$ cat src/rtl/seq_det_pkg.sv
// Shared definitions for the sequence-detector front end.
package seq_det_pkg;

    // Default serializer word width
    localparam int unsigned SER_DATA_W = 8;

    // Serializer state encoding
    localparam logic SER_IDLE  = 1'b0;
    localparam logic SER_SHIFT = 1'b1;

    typedef enum logic {
        ST_IDLE  = SER_IDLE,
        ST_SHIFT = SER_SHIFT
    } ser_state_e;

endpackage : seq_det_pkg

$ cat src/rtl/bit_stream_serializer.sv
// Parallel-to-serial front end: takes words on valid/ready, emits one bit per clock.
// The next word can be taken in the last-bit cycle, so consecutive words stream with no gap.
module bit_stream_serializer
    import seq_det_pkg::*;
#(
    parameter int unsigned DATA_W    = SER_DATA_W,
    parameter bit          MSB_FIRST = 1'b1
) (
    input  logic              clk,
    input  logic              rst,
    input  logic [DATA_W-1:0] din,
    input  logic              din_valid,
    output logic              din_ready,
    output logic              a,
    output logic              a_valid,
    output logic              busy
);

    localparam int unsigned     CNT_W    = $clog2(DATA_W);
    localparam logic [CNT_W-1:0] CNT_LAST = CNT_W'(DATA_W - 1);

    ser_state_e        state_q, state_d;
    logic [CNT_W-1:0]  bit_cnt_q, bit_cnt_d;
    logic [DATA_W-1:0] sreg_q, sreg_d;
    logic              a_q, a_d;
    logic              a_valid_q, a_valid_d;
    logic              busy_q, busy_d;
    logic              hs;

    // Bit that leaves the word first in the configured order
    function automatic logic first_bit(input logic [DATA_W-1:0] w);
        return MSB_FIRST ? w[DATA_W-1] : w[0];
    endfunction

    // Word with the outgoing bit removed
    function automatic logic [DATA_W-1:0] shift_out(input logic [DATA_W-1:0] w);
        return MSB_FIRST ? (w << 1) : (w >> 1);
    endfunction

    // Ready in idle or while the last bit of the current word is on a
    always_comb begin
        din_ready = (state_q == ST_IDLE) || (bit_cnt_q == CNT_LAST);
        hs        = din_valid && din_ready;
    end

    // Next-state, counter, shift register and output decode
    always_comb begin
        state_d   = state_q;
        bit_cnt_d = bit_cnt_q;
        sreg_d    = sreg_q;
        a_d       = 1'b0;
        a_valid_d = 1'b0;
        busy_d    = 1'b0;

        unique case (state_q)
            ST_IDLE: begin
                if (hs) begin
                    state_d   = ST_SHIFT;
                    bit_cnt_d = '0;
                    a_d       = first_bit(din);
                    sreg_d    = shift_out(din);
                    a_valid_d = 1'b1;
                    busy_d    = 1'b1;
                end
            end
            ST_SHIFT: begin
                if (bit_cnt_q == CNT_LAST) begin
                    if (hs) begin
                        bit_cnt_d = '0;
                        a_d       = first_bit(din);
                        sreg_d    = shift_out(din);
                        a_valid_d = 1'b1;
                        busy_d    = 1'b1;
                    end else begin
                        state_d   = ST_IDLE;
                        bit_cnt_d = '0;
                    end
                end else begin
                    bit_cnt_d = bit_cnt_q + CNT_W'(1);
                    a_d       = first_bit(sreg_q);
                    sreg_d    = shift_out(sreg_q);
                    a_valid_d = 1'b1;
                    busy_d    = 1'b1;
                end
            end
            default: begin
                state_d   = ST_IDLE;
                bit_cnt_d = '0;
            end
        endcase
    end

    // State and datapath registers; reset discards any word in flight
    always_ff @(posedge clk) begin
        if (rst) begin
            state_q   <= ST_IDLE;
            bit_cnt_q <= '0;
            sreg_q    <= '0;
            a_q       <= 1'b0;
            a_valid_q <= 1'b0;
            busy_q    <= 1'b0;
        end else begin
            state_q   <= state_d;
            bit_cnt_q <= bit_cnt_d;
            sreg_q    <= sreg_d;
            a_q       <= a_d;
            a_valid_q <= a_valid_d;
            busy_q    <= busy_d;
        end
    end

    assign a       = a_q;
    assign a_valid = a_valid_q;
    assign busy    = busy_q;

endmodule : bit_stream_serializer

$ cat config.mk
export PLATFORM = sky130hd
export DESIGN_NAME = bit_stream_serializer
export DESIGN_NICKNAME = d
export VERILOG_FILES = /design/src/rtl/seq_det_pkg.sv /design/src/rtl/bit_stream_serializer.sv
export SDC_FILE = /design/constraint.sdc
export NUM_CORES = 1
export LEC_CHECK = 0
export CAP_MARGIN = 20
export CORE_AREA = 2 2 39 41
export DETAILED_ROUTE_END_ITERATION = 10
export DIE_AREA = 0 0 41 43
export GPL_TIMING_DRIVEN = 0
export PLACE_DENSITY = 0.79
export SLEW_MARGIN = 20
export SYNTH_ARGS = -nofsm -noshare
export SYNTH_HDL_FRONTEND = slang
export SYNTH_SLANG_ARGS = --single-unit
$ cat constraint.sdc
create_clock -name clk -period 2.18 [get_ports clk]
set_input_delay 0.327 -clock clk [delete_from_list [all_inputs] [get_ports clk]]
set_output_delay 0.327 -clock clk [all_outputs]
set_load 0.05 [all_outputs]
==> impl_metrics.tcl <==
set metrics [dict create \
    track_usage_pct 16.5 \
    io_pins 15 \
    fin_area_sq_um 771 \
    io_buffers 14 \
    yosysSeqAreaShare_pct 44.2 \
    grtUsageMet1_pct 19.7 \
    pwr-share-clk_pct 28.0 \
    wl_per_cell_microns 12.3 \
    multiInputGateArea_sq_um 289 \
    start_kind "register" \
    hold_class "register to register" \
    syn_to_final_growth_pct 30.8 \
    fin_crit_ns 1.99 \
    drc 0 \
    p_leak_nw 0.319 \
    cp_top_family "buffers and inverters" \
    seq_area_sq_um 260 \
    yosysTopAreaCell "dfxtp_1" \
    clock-skew-final_ns 0.00149 \
    synth-seq-cells 13 \
    dpl.hpwl_microns 862 \
    max_freq_ghz 0.503 \
    slowest_stage "dfxtp_1" \
    clkLatencyLatePin_ns 0.27 \
    ctsLongestPathBuffers 2 \
    diodes 0 \
    max_stage_delay_ns 0.33 \
    maxCapViolCount 0 \
    use_met2_pct 23.8 \
    fill_cells 129 \
    layout-drive-gt1-share_pct 18.7 \
    cp.required_ns 1.85 \
    synth_top_area_share_pct 44.2 \
    grt_use_met3_pct 6.28 \
    min_period_over_period_pct 91.1 \
    busiest_layer "met2" \
    combPwrFrac_pct 20.8 \
    gr-total-overflow 0 \
    dieArea_sq_um 1760 \
    cp.arrival_ns 1.66 \
    synth_nets 70 \
    grt_max_degree 11 \
    totalPowerFinal_mw 0.511 \
    wl_microns 1120 \
    cts.sinks 13 \
    via_per_inst 5.10 \
    power_density_nw_per_um2 663 \
    postSynthCellCount 57 \
    routabilityCongestion 0.640 \
    cts_made_buffers 3 \
    antenna_found_initial 0 \
    ys_warn_count 0 \
    crit_fanout 10 \
    power_switching_mw 0.137 \
    synthTopCellsByArea "dfxtp_1 (44%), mux2i_1 (14%), a211oi_2 (11%)" \
    synth_area_sq_um 589 \
    finalSetupViolCount 0 \
    vdd_ir_drop_max_v 0.000338 \
    hold_violations 0 \
    cts_hold_buf 0 \
    relSlewSlack_pct 62.7 \
    seqPwrFrac_pct 51.3 \
    path_common_cell "ha_1" \
    switching_share_pct 26.8 \
    rows 14 \
    synth_cell_types 16 \
    criticalPathCategory "register to primary output" \
    layout_common_cells "nor2_1 (13), dfxtp_1 (13), clkdlybuf4s50_1 (13), mux2i_1 (8), a211oi_2 (5)" \
    worstMarginPinSlew_ns 0.560 \
    grt_pass1_vias 468 \
    cts_tree "done" \
    path_cells "ha_1 > ha_1 > and2b_4 > inv_4 > buf_8 > buf_2" \
    maxSlewViolCount 0 \
    clk_transition_reported_paths_ns 0.07 \
    start_util_pct 42.6 \
    core-area_sq_um 1380 \
    vias 464 \
    rsz0062_at_grt "no" \
    grt_pass1_wl_microns 1870 \
    critPathBufInv 3 \
    root_buffer "clkbuf_4" \
    outcome "completed" \
    avgSynthCellArea_sq_um 10.3 \
    h-tree-depth 1 \
    firstDrtPassIters 1 \
    drtAntennaViolNets 0 \
    drt_iter0_drc 0 \
    critPathCaptureType "primary output" \
    dpl-instance-area_sq_um 749 \
    internal_power_mw 0.374 \
    die_h_microns 43 \
    dieWidth_microns 41 \
    final_nets 89 \
]
## power groups by stage
stage / logic (mW) / registers [mW] / clock network [mW]
final: 0.106 / 0.262 / 0.143
after global routing: 0.115 / 0.264 / 0.168
after CTS: 0.108 / 0.262 / 0.152
after detailed placement: 0.108 / 0.268 / 0
after global placement: 0.106 / 0.267 / 0
after floorplan: 0.0623 / 0.274 / 0
## metal layers
layer	wire [microns]	vias up	share of wire, %
met5	0	-	0
met2	606	7	54
met1	488	218	44
li1	-	239	-
met4	0	0	0
met3	25	0	2.2
## tightest hold or removal path, cell delays in order, from the launching register on
cell and delay [ns]:
dfxtp_1 0.32, nand2_1 0.06, a21oi_1 0.05
## registers in the layout, indices dropped and copies added, names as in the netlist
name and cells:
a 1, busy 1, bit_cnt_q 3, sreg_q 8
## synth_stat cells
| master | instances |
|---|---|
| and2b_4 | 1 |
| buf_4 | 2 |
| a21oi_1 | 3 |
| dfxtp_1 | 13 |
| nor2_1 | 13 |
| nor3b_1 | 2 |
| a211oi_1 | 2 |
| nand3_1 | 1 |
| mux2i_1 | 8 |
| buf_1 | 1 |
| buf_8 | 1 |
| inv_4 | 1 |
| ha_1 | 2 |
| nand2_1 | 1 |
| a211oi_2 | 5 |
| nor4b_1 | 1 |
## through the flow
stage,std cells,hold WS [ns],setup slack (ns),utilization (%),setup TNS (ns)
floorplan,57,0.400,0.650,-,0
global placement,87,0.452,-0.0113,54.2,-0.0113
detailed placement,87,0.471,-0.0124,54.2,-0.0124
CTS,91,0.478,0.0470,56.1,0
global route,91,0.498,0.0850,55.7,0
finish,91,0.479,0.193,55.7,0
## path summary, 6_finish.rpt
kind | end | slack (ns) | cells after the start | from
min | a$_SDFF_PP0_ | 0.48 | 2 | sreg_q[7]$_SDFF_PP0_
max | din_ready | 0.19 | 6 | bit_cnt_q[0]$_SDFFE_PP0P_
min reg2reg | a$_SDFF_PP0_ | 0.48 | 2 | sreg_q[7]$_SDFF_PP0_
max reg2reg | sreg_q[6]$_SDFF_PP0_ | 0.69 | 7 | bit_cnt_q[0]$_SDFFE_PP0P_
## cell families after synthesis
group                    after synthesis  share of synthesized area, %
AND/OR/NAND/NOR                       19                          15.5
flip-flops                            13                          44.2
AO/OA/AOI/OAI                         10                          15.7
multiplexers                           8                          13.6
buffers and inverters                  5                          6.79
adder cells (fa/ha/maj)                2                          4.25
## timing repair
| item | 4_1_cts | 5_1_grt |
|---|---|---|
| gates resized for setup | 3 | 2 |
| setup buffers | 0 | 0 |
| setup endpoints to repair | 1 | 1 |
## final cells by class
cell class	instances	area share, %
Timing Repair Buffer	14	17.5
Buffer	4	4.38
Multi-Input combinational cell	39	37.5
Clock buffer	4	3.41
Inverter	1	0.812
Tap cell	16	2.60
Sequential cell	13	33.8
Note: power is estimated with default switching activity, not from simulation.
